## src/rtl/eq_pkg.sv

```systemverilog
// Shared constants, band edge table, register map and FSM state type for the
// FFT-domain equalizer band scheduler.
package eq_pkg;

    localparam int NUM_BANDS = 12;
    localparam int BIN_W     = 14;
    localparam int FRAME_LEN = 4096;
    localparam int GAIN_W    = 5;
    localparam int UNITY     = 13;

    // Exclusive upper bin of each band; band k covers [edge[k-1], edge[k]).
    localparam logic [BIN_W-1:0] BAND_EDGE [NUM_BANDS] = '{
        14'd10,  14'd20,  14'd37,   14'd64,   14'd100,  14'd151,
        14'd325, 14'd696, 14'd1208, 14'd2043, 14'd3158, 14'd4096
    };

    localparam logic [3:0] ADDR_CTRL   = 4'd12;
    localparam logic [3:0] ADDR_STATUS = 4'd13;

    typedef enum logic {ST_IDLE, ST_ACTIVE} state_t;
    typedef logic [GAIN_W-1:0] gain_t;

endpackage

```

## src/rtl/eq_band_lookup.sv

```systemverilog
// Combinational bin-to-band priority compare against the band edge table.
module eq_band_lookup
    import eq_pkg::*;
(
    input  logic [BIN_W-1:0] bin,
    output logic [3:0]       band,
    output logic             hit
);

    // Scan from the top edge down so the lowest matching edge wins.
    always_comb begin
        band = 4'd11;
        hit  = 1'b0;
        for (int unsigned k = NUM_BANDS; k > 0; k--) begin
            if (bin < BAND_EDGE[k-1]) begin
                band = 4'(k - 1);
                hit  = 1'b1;
            end
        end
    end

endmodule

```

## src/rtl/eq_band_scheduler.sv

```systemverilog
// Frame/bin tracker emitting per-bin band and shift exponent, with
// double-buffered band gains behind an Avalon-MM register slave.
module eq_band_scheduler
    import eq_pkg::*;
(
    input  logic             clk,
    input  logic             reset,
    input  logic             s_valid,
    input  logic             s_sop,
    input  logic             s_eop,
    input  logic             m_ready,
    output logic             s_ready,
    output logic             ctl_valid,
    output logic             ctl_sop,
    output logic             ctl_eop,
    output logic [BIN_W-1:0] ctl_bin,
    output logic [3:0]       ctl_band,
    output logic [6:0]       ctl_exp,
    input  logic [3:0]       address,
    input  logic [7:0]       writedata,
    output logic [7:0]       readdata,
    input  logic             chipselect,
    input  logic             write,
    input  logic             read
);

    localparam logic [BIN_W-1:0] BIN_LAST = BIN_W'(FRAME_LEN - 1);
    localparam logic [BIN_W-1:0] BIN_OVF  = BIN_W'(FRAME_LEN);

    state_t           state_q, state_d;
    logic [BIN_W-1:0] bin_q, bin_d;
    logic             pending_q, pending_d;
    logic             err_q, err_d;
    gain_t            staged_q [NUM_BANDS];
    gain_t            staged_d [NUM_BANDS];
    gain_t            active_q [NUM_BANDS];
    gain_t            active_d [NUM_BANDS];
    logic             ctl_valid_q, ctl_valid_d;
    logic             ctl_sop_q, ctl_sop_d;
    logic             ctl_eop_q, ctl_eop_d;
    logic [BIN_W-1:0] ctl_bin_q, ctl_bin_d;
    logic [3:0]       ctl_band_q, ctl_band_d;
    logic [6:0]       ctl_exp_q, ctl_exp_d;
    logic [7:0]       readdata_q, readdata_d;

    logic             beat;
    logic             commit_now;
    logic [BIN_W-1:0] cur_bin;
    logic [3:0]       band;
    logic             band_hit;
    gain_t            gain_sel;
    logic             unity_out;
    logic             err_set;
    logic             err_clr;
    logic             ctrl_set;

    assign s_ready    = m_ready;
    assign beat       = s_valid && m_ready;
    assign commit_now = pending_q && ((state_q == ST_IDLE && !beat) || (beat && s_sop));

    // Bin of the current beat; an overrun bin (internal marker FRAME_LEN) reports as the last bin.
    always_comb begin
        cur_bin = bin_q;
        if (state_q == ST_IDLE || s_sop) begin
            cur_bin = '0;
        end else if (bin_q == BIN_OVF) begin
            cur_bin = BIN_LAST;
        end
    end

    eq_band_lookup u_lookup (
        .bin  (cur_bin),
        .band (band),
        .hit  (band_hit)
    );

    // A sop beat that commits already sees the staged gains.
    assign gain_sel = commit_now ? staged_q[band] : active_q[band];

    always_comb begin
        state_d     = state_q;
        bin_d       = bin_q;
        pending_d   = pending_q;
        staged_d    = staged_q;
        active_d    = active_q;
        readdata_d  = readdata_q;
        ctl_valid_d = 1'b0;
        ctl_sop_d   = ctl_sop_q;
        ctl_eop_d   = ctl_eop_q;
        ctl_bin_d   = ctl_bin_q;
        ctl_band_d  = ctl_band_q;
        ctl_exp_d   = ctl_exp_q;
        unity_out   = 1'b0;
        err_set     = 1'b0;
        err_clr     = 1'b0;
        ctrl_set    = 1'b0;

        if (beat) begin
            unique case (state_q)
                ST_IDLE: begin
                    if (!s_sop) begin
                        unity_out = 1'b1;
                        err_set   = 1'b1;
                    end else if (s_eop) begin
                        err_set = 1'b1;
                    end else begin
                        state_d = ST_ACTIVE;
                        bin_d   = BIN_W'(1);
                    end
                end
                ST_ACTIVE: begin
                    if (s_sop) begin
                        err_set = 1'b1;
                        bin_d   = BIN_W'(1);
                    end else if (bin_q == BIN_OVF) begin
                        if (!s_eop) begin
                            unity_out = 1'b1;
                            err_set   = 1'b1;
                        end
                    end else begin
                        bin_d = bin_q + BIN_W'(1);
                    end
                    if (s_eop) begin
                        state_d = ST_IDLE;
                        bin_d   = '0;
                        if (cur_bin != BIN_LAST) begin
                            err_set = 1'b1;
                        end
                    end
                end
            endcase
            ctl_valid_d = 1'b1;
            ctl_sop_d   = s_sop;
            ctl_eop_d   = s_eop;
            ctl_bin_d   = cur_bin;
            ctl_band_d  = band;
            ctl_exp_d   = (unity_out || !band_hit) ? '0 : 7'(UNITY) - {2'b00, gain_sel};
        end

        if (chipselect && write) begin
            if (address < ADDR_CTRL) begin
                staged_d[address] = writedata[GAIN_W-1:0];
            end else if (address == ADDR_CTRL) begin
                ctrl_set = writedata[0];
            end else if (address == ADDR_STATUS) begin
                err_clr = writedata[2];
            end
        end else if (chipselect && read) begin
            if (address < ADDR_CTRL) begin
                readdata_d = {3'b000, staged_q[address]};
            end else if (address == ADDR_CTRL) begin
                readdata_d = {7'b0, pending_q};
            end else if (address == ADDR_STATUS) begin
                readdata_d = {5'b0, err_q, state_q == ST_ACTIVE, pending_q};
            end else begin
                readdata_d = '0;
            end
        end

        // A commit request landing on a commit opportunity waits for the next one.
        if (commit_now) begin
            active_d  = staged_q;
            pending_d = 1'b0;
        end
        if (ctrl_set) begin
            pending_d = 1'b1;
        end
        err_d = (err_q && !err_clr) || err_set;
    end

    always_ff @(posedge clk or posedge reset) begin
        if (reset) begin
            state_q     <= ST_IDLE;
            bin_q       <= '0;
            pending_q   <= 1'b0;
            err_q       <= 1'b0;
            for (int unsigned i = 0; i < NUM_BANDS; i++) begin
                staged_q[i] <= GAIN_W'(UNITY);
                active_q[i] <= GAIN_W'(UNITY);
            end
            ctl_valid_q <= 1'b0;
            ctl_sop_q   <= 1'b0;
            ctl_eop_q   <= 1'b0;
            ctl_bin_q   <= '0;
            ctl_band_q  <= '0;
            ctl_exp_q   <= '0;
            readdata_q  <= '0;
        end else begin
            state_q     <= state_d;
            bin_q       <= bin_d;
            pending_q   <= pending_d;
            err_q       <= err_d;
            staged_q    <= staged_d;
            active_q    <= active_d;
            ctl_valid_q <= ctl_valid_d;
            ctl_sop_q   <= ctl_sop_d;
            ctl_eop_q   <= ctl_eop_d;
            ctl_bin_q   <= ctl_bin_d;
            ctl_band_q  <= ctl_band_d;
            ctl_exp_q   <= ctl_exp_d;
            readdata_q  <= readdata_d;
        end
    end

    assign ctl_valid = ctl_valid_q;
    assign ctl_sop   = ctl_sop_q;
    assign ctl_eop   = ctl_eop_q;
    assign ctl_bin   = ctl_bin_q;
    assign ctl_band  = ctl_band_q;
    assign ctl_exp   = ctl_exp_q;
    assign readdata  = readdata_q;

endmodule

```

## config.mk

```make
export PLATFORM = sky130hd
export DESIGN_NAME = eq_band_scheduler
export DESIGN_NICKNAME = d
export VERILOG_FILES = /design/src/rtl/eq_pkg.sv /design/src/rtl/eq_band_lookup.sv /design/src/rtl/eq_band_scheduler.sv
export SDC_FILE = /design/constraint.sdc
export NUM_CORES = 1
export LEC_CHECK = 0
export ABC_CLOCK_PERIOD_IN_PS = 15600
export CORE_MARGIN = 8
export CORE_UTILIZATION = 50
export DETAILED_ROUTE_END_ITERATION = 7
export DONT_BUFFER_PORTS = 1
export PLACE_DENSITY = 0.71
export SLEW_MARGIN = 20
export SYNTH_ARGS = -nofsm -noshare
export SYNTH_HDL_FRONTEND = slang
export SYNTH_SLANG_ARGS = --single-unit
```

## constraint.sdc

```tcl
create_clock -name clk -period 15.6 [get_ports clk]
set_input_delay 3.12 -clock clk [delete_from_list [all_inputs] [get_ports clk]]
set_output_delay 3.12 -clock clk [all_outputs]
set_load 0.05 [all_outputs]
```

### Word-level counts from Yosys, hierarchy flattened

Index checks and enable logic that the tools add are counted.

* bitwise gates (word level): 4
* add/sub/neg operators: 2
* reduce and logical (&&, ||, !) cells: 19
* equal/unequal tests: 7
* mux-type cells: 73
* $lt $le $gt $ge: 16

Operator list (number)
* $mux W14: 7
* $bmux W5 S4: 3
* $bwmux W60: 1
* $mux W5: 9
* $mux W1: 35
* $mux W4: 8
* $lt A14 B11 Y1 const B: 2
* $lt A14 B7 Y1 const B: 2
* $pmux W14 S2: 1
* $demux W5 S4: 1
* $add A14 B1 Y14 const B: 1
* $eq A14 B13 Y1 const B: 1
* $lt A14 B10 Y1 const B: 1
* $lt A14 B12 Y1 const B: 1
* $lt A14 B13 Y1 const B: 1
* $lt A14 B4 Y1 const B: 1
* $lt A14 B5 Y1 const B: 1
* $lt A14 B6 Y1 const B: 1
* $lt A14 B8 Y1 const B: 1
* $lt A14 B9 Y1 const B: 1
* $ne A14 B12 Y1 const B: 1
* $ge A5 B5 Y1 const B: 2
* $not A4 Y5: 2
* $eq A4 B4 Y1 const B: 2
* 16 further kinds: 35

* input bits: 21
* logic and storage cells: 156
* bits in registers: 173
* output and inout bits: 37

### Longest topological paths before layout

Gate-level depths: netlist (run 1).

* depth after elaboration: 22
* gate-level depth with buffers: 18
* mapped depth without buffers: 15

### Cells and area by module

From an unflattened synthesis (run 1), not the netlist that was laid out.

* cells, all modules: 682
* area, all modules: 8844.7 sq um

By module, submodules not included
* eq_band_scheduler: sequential area each 4319.1 sq um, cells an instance 635, instances 1, area each 8523.2 sq um
* eq_band_lookup: sequential area each 0.0 sq um, cells an instance 47, instances 1, area each 321.6 sq um

### Least setup slack after synthesis (run 1)

Ideal clock, no wire load.

* path kind: input to output
* start: input port m_ready
* end: output port s_ready
* required time: 12.480 ns
* stages: 1
* buffers on the path: 1
* setup slack: 9.190 ns
* arrival: 3.290 ns
* cells stage by stage: buf_4

RTL lines
* from (decl): RTL line eq_band_scheduler.sv:11 `input logic m_ready,`
* to (decl): RTL line eq_band_scheduler.sv:12 `output logic s_ready,`

No word-level cell between the ends.

### Final worst setup path (run 1)

* start: input port s_sop
* end: register ctl_exp_q[3] (netlist: ctl_exp[3])

* cells in the longest elaborated chain, start to end: 21
* elaborated cells on any way between the ends: 56
* classes of those cells: 1 x add/sub; 12 x order compare; 36 x mux; 1 x bitwise; 6 x reduce/logical

Ends and longest elaborated chain
* from (decl): RTL line eq_band_scheduler.sv:9 `input logic s_sop,`
* $logic_or A1 B1 Y1: RTL line eq_band_scheduler.sv:64 `if (state_q == ST_IDLE || s_sop) begin`
* $mux W14: RTL line eq_band_scheduler.sv:64
* $lt A14 B12 Y1: RTL line eq_band_lookup.sv:15 `if (bin < BAND_EDGE[k-1]) begin`
* $mux W1: RTL line eq_band_lookup.sv:15
* $mux W2 (2 in series): RTL line eq_band_lookup.sv:15
* $mux W4 (8 in series): RTL line eq_band_lookup.sv:15
* $not A4 Y5 (implied by the code): RTL line eq_band_scheduler.sv:78 `assign gain_sel = commit_now ? staged_q[band] : active_q[band];`
* $bmux W5 S4: RTL line eq_band_scheduler.sv:78
* $mux W5 (implied by the code) (2 in series): RTL line eq_band_scheduler.sv:78
* $mux W5: RTL line eq_band_scheduler.sv:78
* $sub A4 B5 Y6: RTL line eq_band_scheduler.sv:137 `ctl_exp_d = (unity_out || !band_hit) ? '0 : 7'(UNITY) - {2'b00, gain_sel};`
* $mux W7 (*): RTL line eq_band_scheduler.sv:137
* to (signal assigned): RTL line eq_band_scheduler.sv:200 `ctl_exp_q <= ctl_exp_d;`
* to (decl): RTL line eq_band_scheduler.sv:43 `logic [6:0] ctl_exp_q, ctl_exp_d;`

Every way passes the cells marked *; elsewhere a longest branch is shown, timed or not. The select of a mux whose other input is x is not followed.
A chain may end at the register's enable or synchronous reset.

==> flow_summary.toml, run 1 <==
[timing]
report.final.slew_viol_count = 0
setup-violations-final = 0
rsz0062_at_grt = "no"
tightestPinTransition_ns = 1.05
layout_min_cycle_time_ns = 6.33
max-slew-margin-rel_pct = 29.9
timing.hold.ws_ns = 0.457
skew_ns = 0.0115
fin_setup_tns_ns = 0
hold_viol = 0
fmax_mhz = 158
finalCritPeriodShare_pct = 40.6

[placed_design]
place.gp.congestion = 0.836
dp_hpwl_um = 13200
port_buffers = 0
dpl_cell_area_sq_um = 8600

[synth]
async_flop_share_pct = 100
ys_seq_elements = 169
synth_edf_count = 0
synth-main-ff-cell = "dfrtp_1"
syn_avg_cell_area_sq_um = 10.1
synth_area_leaders = "dfrtp_1 28%, dfstp_2 22%, nand2_1 11%, mux2_2 8.8%, mux4_2 5.5%"
synth_cells = 843
synth_top_area_share_pct = 28.4
netlist_area_sq_um = 8550
synth-seq-area-share_pct = 50.5
yosys_warnings = 0
yosys.area.top_type = "dfrtp_1"
synthDistinctLibCells = 66

[grt]
grt_pass1_vias = 6078
grt_overflow = 0
grt_max_degree = 88
antenna_found_initial = 0
track_usage_pct = 19.2
grt_pass1_wl_um = 32400

[worst_setup_path]
worstPathArrival_ns = 6.67
required_ns = 15.94
worst-setup-path-type = "in -> reg"
start_kind = "input port"
worst-path-max-fanout = 29
endpoint_kind = "flop"

[route]
wire_per_inst_um = 18.9
drtAntennaViolNets = 0
drt_pass1_iterations = 5
wl_um = 19800
routed_via_density = 5.80
drt-initial-drc-count = 460
num_vias = 6062
drc = 0

[clock_network]
cts.sinks = 169
insertion_delay_ns = 0.44
post_cts_resized = 0
clk_path_buf_depth = 2
clockRootBuffer = "clkbuf_16"
cts_setup_buffers = 0
htree_levels = 4
clk_pin_slew_worst_paths_ns = 0.07
cts_tree = "built"
hold_buffers = 0
cts_made_buffers = 17

[floorplanning]
pin_count = 58
die_y_um = 147
num_rows = 48
die_w_um = 147
core_area_sq_um = 17000
start_util_pct = 50.3
die_area_sq_um = 21500

[cells_and_area]
diodes = 0
nNetsFinal = 831
fin_area_sq_um = 9200
n_fill_cell = 1508
fin_util_pct = 54.1
drive_above_1_share_pct = 25.5
area_growth_pct = 7.66

[run]
drv_cap = 0

[power_and_ir_drop]
pwr-share-clk_pct = 37.0
p_comb_share_pct = 11.6
p_per_area_nw_per_um2 = 127
p_switching_uw = 333
p_leak_nw = 3.93
switching_share_pct = 28.6
p_int_uw = 831
vdd.ir_drop.worst_v = 0.0000891
seqPwrFrac_pct = 51.4

[run_status]
status = "completed"

[min_path]
min_path_type = "reg -> reg"
-- placed cells by master (no fill, tap or decap), types with 3 or more instances in the layout --
master / n
inv_6: 4
dfrtp_1: 97
nor2_1: 36
nor4_1: 3
o21ai_0: 52
a2111oi_0: 3
dfstp_2: 72
o31ai_1: 4
nand2b_1: 3
clkbuf_16: 17
mux2i_1: 24
conb_1: 3
nand3_1: 12
nand4_1: 6
and3_1: 7
inv_1: 6
nand2_1: 246
inv_8: 4
clkinv_1: 3
or3_1: 9
a21oi_1: 21
a211oi_1: 11
a21o_1: 3
nor3_1: 9
mux2_2: 67
mux4_2: 21
ha_1: 3
buf_4: 6
xor2_1: 5
inv_2: 3
-- cell families (layout without fill, tap and decap cells) --
kind of cell / count (synthesis) / in the layout / share of synthesized area, %
adder cells (fa/ha/maj): 3 / 3 / 0.439
multiplexers: 113 / 113 / 17.3
XOR/XNOR: 7 / 7 / 0.717
AO/OA/AOI/OAI: 123 / 123 / 9.22
buffers and inverters: 77 / 52 / 4.13
flip-flops: 169 / 169 / 50.5
AND/OR/NAND/NOR: 350 / 350 / 17.6
other: 1 / 3 / 0.0439
-- final timing paths --
path | from | end | slack, ns | cells past startpoint
max in group asynchronous | reset | active_q[49] | 11.71 | 2
min in group asynchronous | reset | active_q[21] | 2.68 | 1
hold reg to reg | active_q[15] | active_q[15] | 0.46 | 2
setup / recovery | s_sop | ctl_exp[3] | 9.27 | 13
setup reg to reg | bin_q[0] | ctl_exp[3] | 11.04 | 15
hold / removal | active_q[15] | active_q[15] | 0.46 | 2
-- synthesized netlist by cell type (7+ instances only) --
cell type  count
nand3_1       12
mux4_2        21
clkbuf_1      38
buf_2          9
inv_1          7
o21ai_0       52
dfstp_2       72
dfrtp_1       97
buf_4         10
a21oi_1       21
nor2_1        36
nand2_1      247
mux2_2        67
nor3_1         9
a211oi_1      11
mux2i_1       24
or3_1          9
and3_1         7
-- per-layer routing --
metal | GRT usage, % | vias to the layer above | routed length (um)
met1 | 24.1 | 3012 | 8590
met2 | 30.1 | 171 | 9320
met3 | 5.66 | 37 | 1400
met4 | 8.81 | 0 | 474
met5 | 0 | - | 0
li1 | - | 2842 | -
-- state kept, by name, indices dropped and copies added, names as in the netlist --
signal     cells
state_q        1
pending_q      1
bin_q         14
ctl_valid      1
readdata       5
active_q      60
ctl_bin       14
ctl_exp        6
ctl_sop        1
ctl_band       4
err_q          1
ctl_eop        1
staged_q      60
-- critical path, cell delays in order --
cell       delay [ns]
nand2b_1         0.26
a311oi_1         0.36
o211a_1          0.18
o21ai_1          0.11
a211oi_4         0.25
buf_4            0.45
mux2_2           0.38
a2111oi_0        0.40
a2111o_1         0.21
clkinv_1         0.10
ha_1             0.22
or3_1            0.36
a32o_1           0.25
-- power by group through the flow --
stage	logic [mW]	clock network (mW)	registers, mW
floorplan	0.120	0	0.584
global placement	0.131	0	0.603
detailed placement	0.135	0	0.605
CTS	0.136	0.438	0.598
global route	0.151	0.456	0.607
finish	0.135	0.431	0.598
-- area by class of cell --
type | instances | area, sq um | area share, %
clock buffers | 19 | 433 | 4.70
well taps | 225 | 282 | 3.06
flip-flops and latches | 169 | 4320 | 46.9
inverters | 13 | 53.8 | 0.585
repair buffers | 7 | 56.3 | 0.612
multi-input cells | 599 | 3900 | 42.4
clock inverters | 13 | 160 | 1.74
-- through the flow --
| step | setup slack, ns | cells | power [mW] |
|---|---|---|---|
| floorplan | 8.02 | 845 | 0.705 |
| global placement | 8.84 | 1013 | 0.734 |
| detailed placement | 8.85 | 1013 | 0.740 |
| CTS | 9.30 | 1045 | 1.17 |
| global route | 9.10 | 1045 | 1.21 |
| finish | 9.27 | 1045 | 1.16 |
Power figures use the tool's default switching activity.
==> run 2, diff against run 1 <==
Settings changed: ABC_CLOCK_PERIOD_IN_PS 15600 to 5100, PLACE_DENSITY 0.71 to 0.74.
Clock period 15.6 ns to 5.1 ns, I/O delays scaled along.
==> run 2 against run 1 <==
Clock skew decreased by 0.0041 ns. Power increased to 3.0 times the previous value. Critical endpoint unchanged. Sequential power increased to 3.1 times the previous value. Clock power increased to 3.0 times the previous value. Combinational power increased to 3.1 times the previous value.
==> flow_summary.toml, run 2 (same netlist as run 1, synthesis figures left out) <==
[run_status]
status = "completed"

[floorplanning]
die_w_um = 147
pin_count = 58
core_area_sq_um = 17000
num_rows = 48
die_y_um = 147
die_area_sq_um = 21500
start_util_pct = 50.3

[route]
wire_per_inst_um = 19.2
drt-initial-drc-count = 501
drc = 0
num_vias = 6062
drt_pass1_iterations = 5
wl_um = 20100
routed_via_density = 5.78
drtAntennaViolNets = 0

[worst_setup_path]
worstPathArrival_ns = 4.76
r2r_cells = 14
max_stage_delay_ns = 0.59
start_kind = "flop"
worst-setup-path-type = "reg -> reg"
r2r-end = "ctl_exp[3]"
cp-startpoint = "bin_q[0]"
required_ns = 5.42
crit_path_top_delay_cell = "a211oi_1"
rr_startpoint = "bin_q[0]"
endpoint_kind = "flop"
cp-endpoint = "ctl_exp[3]"
cp_cell_sequence = "inv_1 > ha_1 > and3b_1 > and4_1 > inv_2 > a41o_1 > a211oi_4 > buf_4 > a211oi_1 > a211oi_1 > a211oi_4 > ha_1 > or3_1 > a32o_1"
r2r_slack_ns = 0.67
worst-path-max-fanout = 17

[timing]
finalCritPeriodShare_pct = 87.0
max-slew-margin-rel_pct = 31.9
hold_viol = 0
setup-violations-final = 0
layout_min_cycle_time_ns = 4.43
tightestPinTransition_ns = 1.02
skew_ns = 0.00738
report.final.slew_viol_count = 0
rsz0062_at_grt = "no"
fmax_mhz = 225
fin_setup_tns_ns = 0

[power_and_ir_drop]
p_switching_uw = 992
switching_share_pct = 28.0
p_int_mw = 2.55
finalPower_mw = 3.54
seqPwrFrac_pct = 51.7
p_comb_share_pct = 11.7
vdd.ir_drop.worst_v = 0.000266
p_per_area_nw_per_um2 = 384
p_leak_nw = 3.94
pwr-share-clk_pct = 36.6

[clock_network]
cts.sinks = 169
hold_buffers = 0
htree_levels = 4
insertion_delay_ns = 0.43
cts_setup_buffers = 0
clk_path_buf_depth = 2
cts_tree = "built"
post_cts_resized = 0
cts_made_buffers = 17
clk_pin_slew_worst_paths_ns = 0.06
clockRootBuffer = "clkbuf_16"

[cells_and_area]
layout.cells.most_common = "nand2_1"
diodes = 0
area_growth_pct = 7.88
stdcell_count = 1048
n_fill_cell = 1470
drive_above_1_share_pct = 25.6
top_regs = "active_q: 60 flops, staged_q: 60 flops"
fin_area_sq_um = 9220
nNetsFinal = 834
layout_common_cells = "246 x nand2_1, 97 x dfrtp_1, 72 x dfstp_2"

[grt]
grt_max_degree = 170
antenna_found_initial = 0
grt_pass1_vias = 6004
grt_pass1_wl_um = 32800
grt_overflow = 0
track_usage_pct = 19.2

[placed_design]
place.gp.congestion = 0.843
dp_cells = 1016
port_buffers = 0
dpl_cell_area_sq_um = 8640
dp_hpwl_um = 13400

[run]
drv_cap = 0

[min_path]
min_path_type = "reg -> reg"
## run 2: layer usage
metal | routed length [um] | GRT usage (%)
met1 | 8720 | 24.8
met2 | 9550 | 30.8
met3 | 1520 | 4.55
met4 | 325 | 7.01
met5 | 0 | 0
## run 2: final cells by class
class	count	area [sq um]	area share, %
well taps	225	282	3.05
repair buffers	10	87.6	0.950
flip-flops and latches	169	4320	46.8
clock buffers	21	450	4.89
clock inverters	11	131	1.42
multi-input cells	599	3900	42.3
inverters	13	52.6	0.570
## run 2: power groups by stage
stage	logic [mW]	registers (mW)	clock network, mW
after global routing	0.459	1.86	1.37
after CTS	0.418	1.83	1.31
after global placement	0.403	1.84	0
final	0.415	1.83	1.30
after floorplan	0.369	1.79	0
after detailed placement	0.413	1.85	0
## run 2: how the worst min path moves through the flow
stage	from	end	cells after the start
finish	active_q[45]	active_q[45]	2
CTS	active_q[45]	active_q[45]	2
detailed placement	active_q[45]	active_q[45]	2
global placement	active_q[25]	active_q[25]	2
global route	active_q[33]	active_q[33]	2
floorplan	active_q[25]	active_q[25]	2
## run 2: metrics by stage
| step | hold slack, ns | util [%] | setup slack, ns |
|---|---|---|---|
| after global routing | 0.473 | 54.2 | 0.464 |
| after CTS | 0.458 | 54.2 | 0.687 |
| after global placement | 0.446 | 50.8 | 0.617 |
| after floorplan | 0.436 | - | 0.942 |
| after detailed placement | 0.447 | 50.8 | 0.601 |
| final | 0.455 | 54.2 | 0.665 |
## run 2: worst max-delay path: cells and delay by family (launching register included)
| family | cells | cell delay (ns) |
|---|---|---|
| adder cells (fa/ha/maj) | 2 | 0.40 |
| AND/OR/NAND/NOR | 3 | 1.08 |
| flip-flops | 1 | 0.47 |
| AO/OA/AOI/OAI | 6 | 1.79 |
| buffers and inverters | 3 | 0.59 |
==> run 3, diff against run 2 <==
Settings changed: CORE_UTILIZATION 50 to 25, PLACE_DENSITY 0.74 to 0.46, SLEW_MARGIN 20 to 25.
==> run 3 against run 2 <==
Global-route usage fell by 7.6 points. Register-to-register slack got worse by 0.22 ns. Power rose by 2.2%. First-iteration DRC count rose by 1.4%. Utilization fell by 26 points. Maximum frequency fell by 4.6%. Critical path type unchanged. Largest cell class unchanged. Largest power group unchanged.
==> flow_summary.toml, run 3 (same netlist as run 1, synthesis figures left out) <==
[floorplanning]
pin_count = 58
die_area_sq_um = 40400
die_w_um = 201
num_rows = 67
start_util_pct = 25.4
die_y_um = 201
core_area_sq_um = 33600

[cells_and_area]
drive_above_1_share_pct = 26.4
top_regs = "active_q: 60 flops, staged_q: 60 flops"
fin_area_sq_um = 9560
layout.cells.most_common = "nand2_1"
area_growth_pct = 11.9
nNetsFinal = 837
layout_common_cells = "246 x nand2_1, 97 x dfrtp_1, 72 x dfstp_2"
multi_input_area_sq_um = 3910
diodes = 0
seq_area_sq_um = 4320
stdcell_count = 1274
n_fill_cell = 3504

[worst_setup_path]
cp_top_family = "compound AO/OA/AOI/OAI gates"
worstPathArrival_ns = 4.98
r2r_slack_ns = 0.45
worst-setup-path-type = "reg -> reg"
max_stage_delay_ns = 0.58
cp_common_cell = "ha_1"
required_ns = 5.43
crit_buf_inv = 4
cp_cell_sequence = "inv_1 > ha_1 > and3b_1 > and4_1 > inv_2 > a41o_1 > a211oi_4 > buf_4 > mux2i_1 > mux2_2 > a2111o_1 > clkinv_1 > ha_1 > or3_1 > a32o_1"
path_depth = 15
r2r_cells = 15
crit_path_top_delay_cell = "and4_1"
endpoint_kind = "flop"
cp-startpoint = "bin_q[0]"
rr_startpoint = "bin_q[0]"
r2r-end = "ctl_exp[3]"
start_kind = "flop"
worst-path-max-fanout = 23

[timing]
timing.hold.ws_ns = 0.456
worst_slack_ns = 0.450
layout_min_cycle_time_ns = 4.65
fin_setup_tns_ns = 0
max-slew-margin-rel_pct = 32.9
finalCritPeriodShare_pct = 91.2
report.final.slew_viol_count = 0
rsz0062_at_grt = "no"
skew_ns = 0.0127
setup-violations-final = 0
tightestPinTransition_ns = 0.999
hold_viol = 0
fmax_mhz = 215

[clock_network]
clockRootBuffer = "clkbuf_16"
clk_pin_slew_worst_paths_ns = 0.08
cts.sinks = 169
cts_made_buffers = 17
cts_setup_buffers = 0
htree_levels = 4
cts_tree = "built"
insertion_delay_ns = 0.45
post_cts_resized = 0
clk_path_buf_depth = 2
hold_buffers = 0

[route]
drt-initial-drc-count = 508
routed_via_density = 4.72
drtAntennaViolNets = 0
wl_um = 23000
drt_pass1_iterations = 5
num_vias = 6012
wire_per_inst_um = 18.0
drc = 0

[placed_design]
dpl_worst_slack_ns = 0.346
port_buffers = 0
dp_cells = 1242
place.gp.congestion = 0.754
dp_hpwl_um = 15400
dpl_cell_area_sq_um = 8940

[run_status]
status = "completed"

[min_path]
min_path_type = "reg -> reg"
holdCritStartpoint = "active_q[45]"
worstHoldEndpoint = "active_q[45]"
min_path_cells = 2

[grt]
grt_max_degree = 170
antenna_found_initial = 0
grt_pass1_vias = 6053
grt_pass1_wl_um = 36900
grt_overflow = 0
track_usage_pct = 11.6

[power_and_ir_drop]
vdd.ir_drop.worst_v = 0.000246
p_leak_nw = 3.97
p_per_area_nw_per_um2 = 379

[run]
drv_cap = 0
## run 3: cell count changes in the layout (fill, tap and decap cells not counted), moves of 2 or more
| cell | previous run | this run |
|---|---|---|
| clkinv_4 | 1 | 4 |
| clkinv_8 | 0 | 2 |
| inv_8 | 0 | 2 |
| inv_4 | 3 | 0 |
| buf_4 | 9 | 12 |
| clkbuf_1 | 3 | 1 |
## run 3: worst max path at each step
stage	to	slack (ns)
after floorplan	ctl_exp[3]	0.94
final	ctl_exp[3]	0.45
after global placement	ctl_exp[3]	0.40
after global routing	ctl_exp[3]	0.12
after CTS	ctl_exp[3]	0.43
after detailed placement	ctl_exp[3]	0.35
## run 3: stage by stage
step                      utilization [%]  power [mW]
after global placement               26.6        2.28
after CTS                            28.4        3.67
final                                28.4        3.62
after detailed placement             26.6        2.29
after floorplan                         -        2.16
after global routing                 28.4        3.80
## run 3: layer usage
layer | global-route usage (%) | part of all wire [%] | up-vias
met3 | 4.11 | 6.3 | 14
met5 | 0 | 0 | -
met2 | 17.6 | 45 | 125
met1 | 15.6 | 48 | 3025
met4 | 2.47 | 0.94 | 0
li1 | - | - | 2848
## run 3: worst reg2reg max path: stages, from the launching register on
cell	delay (ns)
dfrtp_1	0.47
inv_1	0.15
ha_1	0.16
and3b_1	0.17
and4_1	0.58
inv_2	0.11
a41o_1	0.26
a211oi_4	0.55
buf_4	0.49
mux2i_1	0.25
mux2_2	0.18
a2111o_1	0.21
clkinv_1	0.12
ha_1	0.23
or3_1	0.38
a32o_1	0.25
## run 3: report_power, final
| group | switching [mW] | internal (mW) |
|---|---|---|
| sequential | 0.244 | 1.59 |
| combinational | 0.208 | 0.219 |
| clock | 0.616 | 0.746 |
| total | 1.07 | 2.55 |
## run 3: layout make-up
cell class                      count  area share [%]
Sequential cell                   169            45.2
Multi-Input combinational cell    599            40.8
Timing Repair Buffer               13            1.15
Inverter                           13           0.550
Tap cell                          448            5.86
Clock inverter                     14            1.94
Clock buffer                       18            4.49
